**src/rtl/serial_crc_pkg.sv**
```systemverilog
// Shared definitions for the bit-serial CRC unit.
// Latency: n/a (constants and types only).
// Backpressure: n/a.
package serial_crc_pkg;

  // Frame control states; encodings are fixed so they can be probed externally.
  typedef enum logic [1:0] {
    ST_IDLE  = 2'd0,
    ST_SHIFT = 2'd1,
    ST_HOLD  = 2'd2
  } state_t;

  // Default generator polynomial, CRC-8 (x^8 + x^2 + x + 1) without the x^8 term.
  localparam logic [7:0] CRC8_POLY = 8'h07;

endpackage

```
**src/rtl/crc_bit_step.sv**
```systemverilog
// One MSB-first CRC step: the XOR feedback network for a single message bit.
// Latency: purely combinational, zero cycles.
// Backpressure: none; the caller decides when the result is registered.
module crc_bit_step
  import serial_crc_pkg::*;
#(
  parameter int               WIDTH = 8,
  parameter logic [WIDTH-1:0] POLY  = WIDTH'(CRC8_POLY)
) (
  input  logic [WIDTH-1:0] crc_in,
  input  logic             bit_in,
  output logic [WIDTH-1:0] crc_next
);

  logic fb;

  // Feedback is the outgoing MSB mixed with the new message bit; it gates the taps.
  always_comb begin
    fb       = crc_in[WIDTH-1] ^ bit_in;
    crc_next = (crc_in << 1) ^ (fb ? POLY : '0);
  end

endmodule

```
**src/rtl/serial_crc_unit.sv**
```systemverilog
// Bit-serial CRC over a fixed-length frame, result offered on a valid/ack handshake.
// Latency: one bit per accepted cycle; crc_valid rises the cycle after the last bit.
// Backpressure: bit_valid low stalls SHIFT indefinitely; HOLD waits for crc_ack.
module serial_crc_unit
  import serial_crc_pkg::*;
#(
  parameter int               WIDTH      = 8,
  parameter logic [WIDTH-1:0] POLY       = WIDTH'(CRC8_POLY),
  parameter logic [WIDTH-1:0] INIT       = '0,
  parameter int               FRAME_BITS = 16
) (
  input  logic             clock,
  input  logic             reset,
  input  logic             start,
  input  logic             bit_in,
  input  logic             bit_valid,
  output logic             bit_ready,
  output logic [WIDTH-1:0] crc_out,
  output logic             crc_valid,
  input  logic             crc_ack,
  output logic             busy,
  output logic [7:0]       bit_count
);

  // Count value held just before the final bit is accepted.
  localparam logic [7:0] LAST_IDX = 8'(FRAME_BITS - 1);

  state_t           state;
  state_t           state_next;
  logic             load_init;
  logic             accept;
  logic [WIDTH-1:0] crc_q;
  logic [WIDTH-1:0] crc_step;
  logic [7:0]       count_q;

  crc_bit_step #(
    .WIDTH (WIDTH),
    .POLY  (POLY)
  ) u_step (
    .crc_in   (crc_q),
    .bit_in   (bit_in),
    .crc_next (crc_step)
  );

  // State register; reset discards any partial frame.
  always_ff @(posedge clock or posedge reset) begin
    if (reset) begin
      state <= ST_IDLE;
    end else begin
      state <= state_next;
    end
  end

  // Next-state decode plus the two datapath strobes (reload and accept).
  always_comb begin
    state_next = state;
    load_init  = 1'b0;
    accept     = 1'b0;
    case (state)
      ST_IDLE: begin
        if (start) begin
          load_init  = 1'b1;
          state_next = ST_SHIFT;
        end
      end
      ST_SHIFT: begin
        // A restart takes priority over a bit presented in the same cycle.
        if (start) begin
          load_init = 1'b1;
        end else if (bit_valid) begin
          accept = 1'b1;
          if (count_q == LAST_IDX) begin
            state_next = ST_HOLD;
          end
        end
      end
      ST_HOLD: begin
        // Start alone is ignored here so the pending result cannot be lost.
        if (crc_ack) begin
          if (start) begin
            load_init  = 1'b1;
            state_next = ST_SHIFT;
          end else begin
            state_next = ST_IDLE;
          end
        end
      end
      default: begin
        state_next = ST_IDLE;
      end
    endcase
  end

  // CRC register and bit counter: reload on start, advance on each accepted bit.
  always_ff @(posedge clock or posedge reset) begin
    if (reset) begin
      crc_q   <= '0;
      count_q <= 8'd0;
    end else if (load_init) begin
      crc_q   <= INIT;
      count_q <= 8'd0;
    end else if (accept) begin
      crc_q   <= crc_step;
      count_q <= count_q + 8'd1;
    end
  end

  // Handshake outputs decode from the state register only, never from inputs.
  always_comb begin
    bit_ready = (state == ST_SHIFT);
    busy      = (state == ST_SHIFT);
    crc_valid = (state == ST_HOLD);
    crc_out   = crc_q;
    bit_count = count_q;
  end

endmodule

```
**config.mk**
```make
export PLATFORM = sky130hd
export DESIGN_NAME = serial_crc_unit
export DESIGN_NICKNAME = d
export VERILOG_FILES = /design/src/rtl/serial_crc_pkg.sv /design/src/rtl/crc_bit_step.sv /design/src/rtl/serial_crc_unit.sv
export SDC_FILE = /design/constraint.sdc
export NUM_CORES = 1
export LEC_CHECK = 0
export ABC_CLOCK_PERIOD_IN_PS = 3300
export BUFFER_PORTS_ARGS = -buffer_cell sky130_fd_sc_hd__buf_4
export CORE_ASPECT_RATIO = 1.2
export CORE_MARGIN = 5
export CORE_UTILIZATION = 53
export CTS_BUF_LIST = sky130_fd_sc_hd__clkbuf_8 sky130_fd_sc_hd__clkbuf_16
export CTS_CLUSTER_DIAMETER = 80
export DETAILED_ROUTE_END_ITERATION = 8
export HOLD_SLACK_MARGIN = 0.06
export PLACE_DENSITY = 0.87
export SYNTH_ARGS = -nofsm -noshare
export SYNTH_HDL_FRONTEND = slang
export SYNTH_SLANG_ARGS = --single-unit
```
**constraint.sdc**
```tcl
create_clock -name clock -period 3.3 [get_ports clock]
set_clock_uncertainty 0.1 [all_clocks]
set_input_delay 0.66 -clock clock [delete_from_list [all_inputs] [get_ports clock]]
set_output_delay 0.66 -clock clock [all_outputs]
set_load 0.02 [all_outputs]
```
# Yosys cells after proc, flatten, opt, wreduce, memory -nomap -nowiden
# Cells that the tools add are included.
dict set report word_totals {
  register_bits 18
  latchBits 0
  ramBits 0
  mem_bits_ro 0
  inputBits 6
  out_inout_bits 19
  n_memories 0
}
dict set report classes {
  addsub 1
  n_mul 0
  div_mod_pow 0
  magnitude_cmp 0
  eq_ne 8
  shift 0
  mux 18
  bitwise 2
  n_reduce_logical 4
}
# operator count
set op_table {}
lappend op_table {{two-way mux 8 bit} 4}
lappend op_table {{two-way mux 2 bit} 5}
lappend op_table {{adder 8 x 1 -> 8 bit (second input constant)} 1}
lappend op_table {{== test 8 x 4 -> 1 bit (second input constant)} 1}
lappend op_table {{bitwise XOR 8 x 3 -> 8 bit} 1}
lappend op_table {{two-way mux 1 bit} 6}
lappend op_table {{!= test 2 bit (second input constant)} 3}
lappend op_table {{case mux 2 bit (3 select lines)} 1}
lappend op_table {{AND reduction 5 bit} 1}
lappend op_table {{!= test 2 x 1 -> 1 bit (second input constant)} 2}
lappend op_table {{two-way mux 3 bit} 1}
lappend op_table {{== test 2 x 1 -> 1 bit (second input constant)} 1}
lappend op_table {{== test 2 bit (second input constant)} 1}
lappend op_table {{zero test 2 bit} 1}
lappend op_table {{case mux 1 bit (2 select lines)} 1}
lappend op_table {{nonzero test 2 bit} 1}
lappend op_table {{OR reduction 2 bit} 1}
lappend op_table {{bitwise XOR 1 bit} 1}

# Longest topological paths before layout
# Gate-level depths: netlist of the first run.
dict set report logic_depth {
  ltp_word 5
  ltp_mapped 5
  depth_no_buf 5
}

# Cells and area by module
# From an unflattened synthesis of the first run, not the netlist that was laid out.
dict set report unflattened {
  hier_cells 102
  area_unflattened_um2 963.4
}
# module n_inst cells_per_inst area_per_inst_um2 seq_area_each_um2
set modules_own_cells {}
lappend modules_own_cells {serial_crc_unit 1 93 862.1 450.4}
lappend modules_own_cells {crc_bit_step 1 9 101.3 0.0}

# Worst setup path before layout of the first run
# Ideal clock, no wire load.
dict set report synth_timing {
  path_type {reg2out}
  from {register state[1]}
  to {output port busy}
  t_arrival_ps 903
  required_time_ps 2540
  path_slack_ps 1637
  stages_incl_launch_ff 5
  cell_sequence {dfrtp_1 -> inv_1 -> nand2_1 -> inv_1 -> buf_4}
}
dict set report synth_via {
  elab_chain_cells 1
}
# element line_no
set synth_rtl {}
lappend synth_rtl {{start, declared} serial_crc_unit.sv:28} ;# state_t state;
lappend synth_rtl {{start signal, assigned} serial_crc_unit.sv:50} ;# state <= state_next;
lappend synth_rtl {{== test 2 x 1 -> 1 bit} --}
lappend synth_rtl {{end, declared} serial_crc_unit.sv:21} ;# output logic busy,
# No other way between the ends.

# Worst setup path in the final report of the first run
dict set report layout_timing {
  from {register state[1]}
  to {output port busy}
}
dict set report layout_via {
  elab_chain_cells 1
}
# element line_no
set layout_rtl {}
lappend layout_rtl {{== test 2 x 1 -> 1 bit} serial_crc_unit.sv:111} ;# busy = (state == ST_SHIFT);
# No other way between the ends.

==> results_dict.tcl, run 1 <==
set metrics [dict create \
    synth-compound-area-share_pct 9.348 \
    portBuffers 24 \
    synth_xor_area_share_pct 8.924 \
    clock.fmax_mhz 539.6 \
    final_antenna_net_count 0 \
    hold_class "in -> async" \
    dp.cells 127 \
    critPathCaptureType "output pin" \
    ys_async_sr_fraction_pct 100.0 \
    syn_nets 96 \
    arrival_ps 1090 \
    synth_mux_area_share_pct 0 \
    synth_enable_flop_cells 0 \
    ir_drop_mv 0.2976 \
    drt-total-wl_um 1916 \
    yosysSeqAreaShare_pct 50.99 \
    slew_violations 0 \
    synth_flop_cell "dfrtp_1" \
    rsz0062_at_grt "false" \
    syn_area_per_cell_um2 9.925 \
    hpwl_um 1294 \
    period_needed_ps 1853 \
    die_area_um2 2587 \
    outcome "completed" \
    cp.required_ps 2540 \
    utilization_pct 69.45 \
    critPathLaunchType "register" \
    fin_tns_setup_ps 0 \
    clockRootBuffer "clkbuf_8" \
    die_w_um 47.27 \
    via_per_inst 5.481 \
    crit_type "reg -> out" \
    cts.repair.resized 0 \
    cts_setup_buffers 0 \
    gp_congestion 0.7483 \
    slew_headroom_pct 52.57 \
    cts_tree "done" \
    grt-ovfl-total 0 \
    grt_pass1_wl_um 3256 \
    drtIter0Drc 13 \
    ctsHtreeMaxLevel 1 \
    area_growth_syn_to_layout_pct 25.92 \
    grt_pass1_vias 777 \
    fillers 131 \
    clockBufferDepth 2 \
    drv_cap 0 \
    syn_area_um2 883.3 \
    postCtsHoldBufs 0 \
    setup_slack_ps 1447 \
    synth_seq_cells 18 \
    post-route-drc-count 0 \
    setup_viol 0 \
    multi_input_area_um2 392.9 \
    core_area_um2 1602 \
    clkSlewWorstSetupHoldPaths_ps 70 \
    synthAdderAreaFrac_pct 1.416 \
    insertedDiodeCount 0 \
    cts_made_buffers 3 \
    hold_viol 0 \
    io_pins 25 \
    crit_fanout 4 \
    ys_warn_count 0 \
    grt_max_degree 19 \
    post-place-ws_ps 1298 \
    clk_latency_ps 250 \
    track_usage_pct 17.69 \
    rows 16 \
    avgRoutedWirePerCell_um 14.63 \
    clock_sinks 18 \
    fin_nets 121 \
    first_pass_iters 4 \
    synth_top_family_by_area "simple AND/OR/NAND/NOR gates" \
    drive_gt1_share_pct 29.20 \
    worstMarginPinSlew_ps 707.3 \
    vias 718 \
    regArea_um2 450.4 \
    die_h_um 54.72 \
    synth_cell_types 29 \
    syn_inst 89 \
    power.density_nw_per_um2 426.9 \
    antenna_found_initial 0 \
    finalCritPeriodShare_pct 56.16 \
    initial_core_util_pct 55.16 \
    synth-simple-area-share_pct 24.79 \
    power.leakage_nw 0.5246 \
    layout.cells.non_filler 131 \
]
[power breakdown]
group	total, mW	internal (mW)	switching, mW
registers	0.236	0.227	0.00829
logic	0.0602	0.0246	0.0356
clock network	0.179	0.106	0.0730
total	0.475	0.358	0.117
[area by class of cell]
| type | count | share of cell area [%] |
|---|---|---|
| multi-input combinational | 64 | 35.32 |
| timing repair buffer | 24 | 16.20 |
| tap | 18 | 2.025 |
| inverter | 3 | 1.012 |
| sequential | 18 | 40.49 |
| clock buffer | 4 | 4.949 |
[logic make-up after synthesis]
| logic type | Yosys count |
|---|---|
| AO/OA/AOI/OAI | 14 |
| flip-flops | 18 |
| buffers and inverters | 7 |
| adder cells (fa/ha/maj) | 1 |
| XOR/XNOR | 9 |
| AND/OR/NAND/NOR | 40 |
[registers in the layout, summed over array words and instances, names as in the netlist]
register   count
state          2
crc_out        8
bit_count      8
[final timing paths]
path | startpoint | end | slack, ps | cells past startpoint
worst max-delay path | state[1] | busy | 1450 | 4
worst min register to register | crc_out[6] | crc_out[7] | 450 | 2
worst min-delay path | reset | crc_out[7] | 420 | 2
min in group clock | crc_out[6] | crc_out[7] | 450 | 2
worst max register to register | state[1] | bit_count[4] | 1620 | 3
max in group asynchronous | reset | bit_count[5] | 2250 | 2
[metal layers]
| layer | vias to the layer above | global-route usage, % | share of wire [%] |
|---|---|---|---|
| met2 | 20 | 29.69 | 51 |
| li1 | 348 | - | - |
| met3 | 7 | 2.632 | 5.0 |
| met5 | - | 0 | 0 |
| met4 | 0 | 9.677 | 3.2 |
| met1 | 343 | 21.06 | 41 |
[cell usage after synthesis (2+ instances only)]
master / n / share of area [%]
dfrtp_1: 18 / 51
nand2_1: 16 / 6.8
nor2_1: 8 / 3.4
a21oi_1: 7 / 4.0
xor2_1: 5 / 5.0
xnor2_1: 4 / 4.0
inv_1: 3 / 1.3
o22ai_1: 3 / 2.1
buf_2: 2 / 1.1
nand4_1: 2 / 1.4
nor3_1: 2 / 1.1
o21ai_0: 2 / 1.1
[critical path, stage by stage, from the launching register on]
cell and delay, ps:
dfrtp_1 410, inv_1 110, nand2_1 80, inv_1 100, buf_4 150
[cells in the final DEF (no fill, tap or decap)]
master | Yosys | layout
nand3_1 | 1 | 1
buf_4 | 1 | 24
a21oi_1 | 7 | 7
nor4_1 | 1 | 1
ha_1 | 1 | 1
nor2_2 | 1 | 1
nand2_1 | 16 | 16
and4_1 | 1 | 1
nor4bb_1 | 1 | 1
nand4_1 | 2 | 2
clkbuf_8 | 0 | 4
a21boi_2 | 1 | 1
nand3_2 | 1 | 1
nor2_1 | 8 | 8
and2_1 | 1 | 1
inv_1 | 3 | 3
nand2b_1 | 1 | 1
or3_1 | 1 | 1
xor2_1 | 5 | 5
dfrtp_1 | 18 | 18
nor3_1 | 2 | 2
nand4bb_2 | 1 | 1
a21o_1 | 1 | 1
o22ai_1 | 3 | 3
o21ai_0 | 2 | 2
xnor2_1 | 4 | 4
and4bb_1 | 1 | 1
nor3b_2 | 1 | 1
[metrics by stage]
stage	area [um^2]	hold slack (ps)	power (mW)
CTS	1112	434.5	0.4767
detailed placement	1057	435.4	0.3006
finish	1112	415.1	0.4749
global route	1112	472.0	0.4941
global placement	1057	432.8	0.2988
floorplan	883.3	430.5	0.2795
Power figures use the tool's default switching activity.
==> inputs of run 2 (changes only) <==
--- a/config.mk
+++ b/config.mk
@@ -5,16 +5,16 @@
 export SDC_FILE = /design/constraint.sdc
 export NUM_CORES = 1
 export LEC_CHECK = 0
-export ABC_CLOCK_PERIOD_IN_PS = 3300
+export ABC_CLOCK_PERIOD_IN_PS = 1500
 export BUFFER_PORTS_ARGS = -buffer_cell sky130_fd_sc_hd__buf_4
 export CORE_ASPECT_RATIO = 1.2
 export CORE_MARGIN = 5
-export CORE_UTILIZATION = 53
+export CORE_UTILIZATION = 45
 export CTS_BUF_LIST = sky130_fd_sc_hd__clkbuf_8 sky130_fd_sc_hd__clkbuf_16
 export CTS_CLUSTER_DIAMETER = 80
 export DETAILED_ROUTE_END_ITERATION = 8
 export HOLD_SLACK_MARGIN = 0.06
-export PLACE_DENSITY = 0.87
+export PLACE_DENSITY = 0.79
 export SYNTH_ARGS = -nofsm -noshare
 export SYNTH_HDL_FRONTEND = slang
 export SYNTH_SLANG_ARGS = --single-unit
==> constraint.sdc (replaced) <==
create_clock -name clock -period 1.5 [get_ports clock]
set_clock_uncertainty 0.1 [all_clocks]
set_input_delay 0.3 -clock clock [delete_from_list [all_inputs] [get_ports clock]]
set_output_delay 0.3 -clock clock [all_outputs]
set_load 0.02 [all_outputs]
==> run 2 against run 1 <==
- wire length is 3.7% higher
- flip-flop and latch count stayed put
- register-to-register slack lost 1600 ps
- power rose by 110%
- clock-buffer cell count is 1 lower
- highest routed layer unchanged
- die area is 14% higher
- final cell count up 8.4%
- critical endpoint unchanged
- critical path depth is the same
- setup slack got worse by 1400 ps
- global-route usage down 2.9 points
==> results_dict.tcl, run 2 (same netlist as run 1, synthesis figures left out) <==
set metrics [dict create \
    insertedDiodeCount 0 \
    io_pins 25 \
    track_usage_pct 14.82 \
    finalCritPeriodShare_pct 97.19 \
    switching_share_pct 26.05 \
    cts_tree "done" \
    die_h_um 58.54 \
    die_area_um2 2953 \
    initial_core_util_pct 47.73 \
    hold-worst-slack_ps 254.0 \
    grt_pass1_vias 758 \
    grt_max_degree 14 \
    hold_start "crc_ack" \
    via_per_inst 5.472 \
    clockRootBuffer "clkbuf_8" \
    outcome "completed" \
    worstMarginPinSlew_ps 307.5 \
    slew_violations 0 \
    rrSetupSlack_ps 50 \
    vias 777 \
    internal_power_mw 0.7541 \
    drive_gt1_share_pct 39.02 \
    critPathLaunchType "register" \
    hold_class "in -> reg" \
    arrival_ps 1060 \
    grt-ovfl-total 0 \
    final_common_cell "buf_4" \
    period_needed_ps 1458 \
    fillers 151 \
    setup_slack_ps 42.15 \
    final_antenna_net_count 0 \
    hold_viol 0 \
    first_pass_iters 4 \
    cp.required_ps 1100 \
    crit_type "reg -> out" \
    hpwl_um 1482 \
    grt_pass1_wl_um 3374 \
    fin_nets 131 \
    die_w_um 50.45 \
    p_sw_mw 0.2657 \
    hold_end "state[1]" \
    p_clk_share_pct 33.8 \
    power.leakage_nw 0.5688 \
    area_growth_syn_to_layout_pct 35.27 \
    drv_cap 0 \
    ir_drop_mv 0.5513 \
    hold_path_depth 3 \
    drt-total-wl_um 1986 \
    clock_sinks 18 \
    ctsHtreeMaxLevel 1 \
    critPathCaptureType "output pin" \
    clock.fmax_mhz 685.9 \
    antenna_found_initial 0 \
    layout.cells.non_filler 142 \
    r2r_cells 3 \
    r2r_end "bit_count[4]" \
    cts_made_buffers 3 \
    clk_latency_ps 250 \
    core_area_um2 1851 \
    rows 17 \
    dp.cells 136 \
    r2r-start "state[1]" \
    portBuffers 24 \
    seqPwrFrac_pct 50.8 \
    post-place-ws_ps 63.32 \
    post-route-drc-count 0 \
    crit_fanout 4 \
    clockBufferDepth 2 \
    fin_tns_setup_ps 0 \
    gp_congestion 0.7828 \
    p_comb_share_pct 15.4 \
    layout_common_cells "33 x buf_4, 16 x nand2_1, 16 x dfrtp_1" \
    slew_headroom_pct 79.31 \
    power.density_nw_per_um2 853.5 \
    setup_viol 0 \
    clkSlewWorstSetupHoldPaths_ps 70 \
    avgRoutedWirePerCell_um 13.99 \
    drtIter0Drc 4 \
]
## run 2: changes by cell type in the layout (fill, tap and decap cells not counted), sizes merged
cell / previous run / this run
buf: 24 / 33
clkbuf: 4 / 3
inv: 3 / 4
dlygate4sd3: 0 / 1
## run 2: final cells by class
cell class | instances | area, um^2 | share of cell area [%]
clock inverters | 1 | 3.754 | 0.3141
inverters | 3 | 11.26 | 0.9424
well taps | 19 | 23.77 | 1.990
repair buffers | 34 | 257.7 | 21.57
flip-flops and latches | 18 | 452.9 | 37.91
multi-input cells | 64 | 404.1 | 33.82
clock buffers | 3 | 41.29 | 3.455
## run 2: power groups by stage
stage	Clock (mW)	Sequential, mW	Combinational [mW]
floorplan	0	0.540	0.0752
global placement	0	0.524	0.152
detailed placement	0	0.525	0.154
CTS	0.348	0.517	0.157
global route	0.374	0.519	0.173
finish	0.345	0.518	0.157
## run 2: through the flow
step	utilization, %	area (um^2)	power, mW
finish	64.57	1195	1.020
global route	64.57	1195	1.066
CTS	63.49	1175	1.022
detailed placement	60.51	1120	0.6794
global placement	60.51	1120	0.6754
floorplan	-	884.6	0.6155
## run 2: worst max path at each step
stage	startpoint	endpoint	slack (ps)	cells past startpoint
global route	state[1]	busy	-0.4	4
CTS	state[0]	busy	10	3
finish	state[1]	busy	40	4
global placement	start	bit_count[4]	60	4
floorplan	bit_count[1]	state[0]	7	4
detailed placement	start	bit_count[4]	60	4
## run 2: what timing repair did
action | in CTS | in global routing
hold buffers | 1 | 0
resized for setup | 1 | 5
setup endpoints to repair | 2 | 9
pin swaps | 0 | 1
hold endpoints to repair | 5 | 0
setup buffers | 0 | 1
## run 2: worst max-delay path, cell delays in order (launching register included)
cell and delay [ps]:
dfrtp_1 420, inv_2 90, nand2_1 80, inv_2 80, buf_4 130
## run 2: layer usage
layer,global-route usage (%),up-vias,routed length [um]
met1,19.13,383,870
met3,2.785,5,93
met2,23.23,20,979
li1,-,369,-
met4,8.029,0,42
met5,0,-,0
==> inputs of run 3 (changes only) <==
--- a/config.mk
+++ b/config.mk
@@ -5,16 +5,17 @@
 export SDC_FILE = /design/constraint.sdc
 export NUM_CORES = 1
 export LEC_CHECK = 0
+export ABC_AREA = 1
 export ABC_CLOCK_PERIOD_IN_PS = 1500
 export BUFFER_PORTS_ARGS = -buffer_cell sky130_fd_sc_hd__buf_4
 export CORE_ASPECT_RATIO = 1.2
 export CORE_MARGIN = 5
-export CORE_UTILIZATION = 45
+export CORE_UTILIZATION = 46
 export CTS_BUF_LIST = sky130_fd_sc_hd__clkbuf_8 sky130_fd_sc_hd__clkbuf_16
 export CTS_CLUSTER_DIAMETER = 80
 export DETAILED_ROUTE_END_ITERATION = 8
 export HOLD_SLACK_MARGIN = 0.06
-export PLACE_DENSITY = 0.79
+export PLACE_DENSITY = 0.8
 export SYNTH_ARGS = -nofsm -noshare
 export SYNTH_HDL_FRONTEND = slang
 export SYNTH_SLANG_ARGS = --single-unit
==> run 3 against run 2 <==
- sequential power rose by 4.4%
- combinational power rose by 52%
- core utilization fell by 3.9 points
- cell area rose by 4.0%
- wire length rose by 7.4%
- first-iteration DRC count rose to 4.8 times the previous value
- critical path type unchanged
==> results_dict.tcl, run 3 <==
set metrics [dict create \
    syn_inst 123 \
    hold-worst-slack_ps 258.9 \
    die_area_um2 3157 \
    cp_slowest_cell "dfrtp_1" \
    place_area_um2 1177 \
    ys_warn_count 0 \
    synth_top_family_by_area "simple AND/OR/NAND/NOR gates" \
    r2r-start "state[1]" \
    io_pins 25 \
    drtIter0Drc 19 \
    setup_slack_ps 67.08 \
    multi_input_area_um2 404.1 \
    layout_common_cells "34 x nand2_1, 25 x buf_4, 20 x inv_1" \
    finalCritPeriodShare_pct 95.53 \
    arrival_ps 1030 \
    regArea_um2 450.4 \
    utilization_pct 60.62 \
    die_h_um 60.56 \
    worst_path_largest_cell_delay_ps 420 \
    cts_tree "done" \
    total_power_mw 1.182 \
    vias 882 \
    cp.required_ps 1100 \
    post-route-drc-count 0 \
    synth_xor_area_share_pct 0.8940 \
    critPathTopFamily "flip-flops" \
    worstPathCellList "nand2_2 > inv_2 > buf_4" \
    yosysSeqAreaShare_pct 45.98 \
    drt-total-wl_um 2133 \
    crit_type "reg -> out" \
    crit_fanout 5 \
    post-place-ws_ps 103.7 \
    outcome "completed" \
    synth_largest_area_cell "dfrtp_1" \
    synth_flop_cell "dfrtp_1" \
    synth-compound-area-share_pct 9.323 \
    rrSetupSlack_ps 150 \
    slew_violations 0 \
    cts_setup_buffers 0 \
    portBuffers 24 \
    synth_seq_cells 18 \
    final_antenna_net_count 0 \
    hold_class "in -> reg" \
    worstMarginPinSlew_ps 336.2 \
    synth.area.top_cells "dfrtp_1 46%, nand2_1 13%, inv_1 8.4%" \
    fin_area_um2 1242 \
    antenna_found_initial 0 \
    core_area_um2 2049 \
    clockRootBuffer "clkbuf_8" \
    synth_enable_flop_cells 0 \
    cp.buffers_inverters 2 \
    syn_area_um2 979.7 \
    clk_latency_ps 260 \
    drive_gt1_share_pct 26.49 \
    gp_congestion 0.8726 \
    drv_cap 0 \
    ctsHtreeMaxLevel 1 \
    critPathLaunchType "register" \
    power.leakage_nw 0.6382 \
    dp.cells 176 \
    setup_viol 0 \
    clkSlewWorstSetupHoldPaths_ps 70 \
    ir_drop_mv 0.6869 \
    synth.most_common_cell "nand2_1" \
    first_pass_iters 3 \
    ys_async_sr_fraction_pct 100.0 \
    fin_nets 159 \
    area_growth_syn_to_layout_pct 26.82 \
    synthAdderAreaFrac_pct 1.277 \
    track_usage_pct 15.90 \
    period_needed_ps 1433 \
    final_common_cell "nand2_1" \
    hpwl_um 1639 \
    insertedDiodeCount 0 \
    synthTopCellsByCount "34 x nand2_1, 22 x inv_1, 18 x dfrtp_1" \
    rsz0062_at_grt "false" \
    grt-ovfl-total 0 \
    via_per_inst 4.873 \
    layout.cells.non_filler 181 \
    power.density_nw_per_um2 951.4 \
    synth_mux_area_share_pct 0 \
    avgRoutedWirePerCell_um 11.78 \
    syn_nets 130 \
    r2r_end "bit_count[6]" \
    synth-simple-area-share_pct 29.76 \
    r2r_cells 7 \
    setup.worst_path.end "bit_ready" \
    cp_num_cells 3 \
    cts_made_buffers 3 \
    rows 18 \
    synth_cell_types 24 \
    syn_area_per_cell_um2 7.965 \
    grt_pass1_wl_um 3705 \
    clock.fmax_mhz 697.9 \
    clockBufferDepth 2 \
    critPathLaunch "state[0]" \
    die_w_um 52.13 \
    clock_sinks 18 \
    grt_max_degree 19 \
    grt_pass1_vias 915 \
    fin_tns_setup_ps 0 \
    critPathCaptureType "output pin" \
    yosys.area.top_type_share_pct 45.98 \
    fillers 188 \
    slew_headroom_pct 77.43 \
    initial_core_util_pct 47.80 \
    hold_viol 0 \
]
run 3: cell types whose count changed after synthesis, moves of 3 or more:
cell     previous run  this run
nand2_1            16        34
a21oi_1             7         1
nand3_1             1        11
xnor2_1             4         1
xor2_1              5         0
o21ai_1             0         5
inv_1               3        22
run 3: cell families after synthesis:
| group | Yosys count |
|---|---|
| AOI/OAI and AO/OA | 14 |
| and+or+nand+nor | 63 |
| xor gates and xnor gates | 1 |
| buffers and inverters | 26 |
| DFF | 18 |
| adders and majority gates | 1 |
run 3: final cells by class:
class / count / area share, %
repair buffers: 26 / 15.91
well taps: 30 / 3.021
multi-input cells: 79 / 32.53
inverters: 24 / 7.855
clock buffers: 4 / 4.431
flip-flops and latches: 18 / 36.25
run 3: worst min-delay path, stage by stage:
cell	delay, ps
buf_4	80
nor3_1	50
o21bai_1	140
run 3: how the worst min path moves through the flow:
stage	startpoint	to	slack (ps)	depth (start not counted)
after global routing	crc_ack	state[1]	260	3
final	crc_ack	state[1]	260	3
after detailed placement	reset	crc_out[6]	240	3
after CTS	crc_ack	state[1]	260	3
after global placement	reset	bit_count[1]	240	3
after floorplan	reset	bit_count[0]	140	1
run 3: per-layer routing:
layer  GRT usage, %  part of all wire [%]  up-vias
li1               -                     -      438
met1          17.67                    43      411
met2          27.29                    47       26
met3          3.931                   6.6        7
met4          9.854                   3.2        0
met5              0                     0        -
run 3: what timing repair did:
action,4_1_cts,5_1_grt
setup endpoints to repair,2,2
pin swaps,0,1
endpoints found under the hold margin,18,0
gates resized for setup,1,1
hold buffers,1,0
run 3: report_power, final:
part	switching (mW)	leakage [nW]	internal, mW
combinational	0.149	0.366	0.0901
sequential	0.0288	0.243	0.512
clock	0.168	0.0288	0.234
total	0.346	0.638	0.836
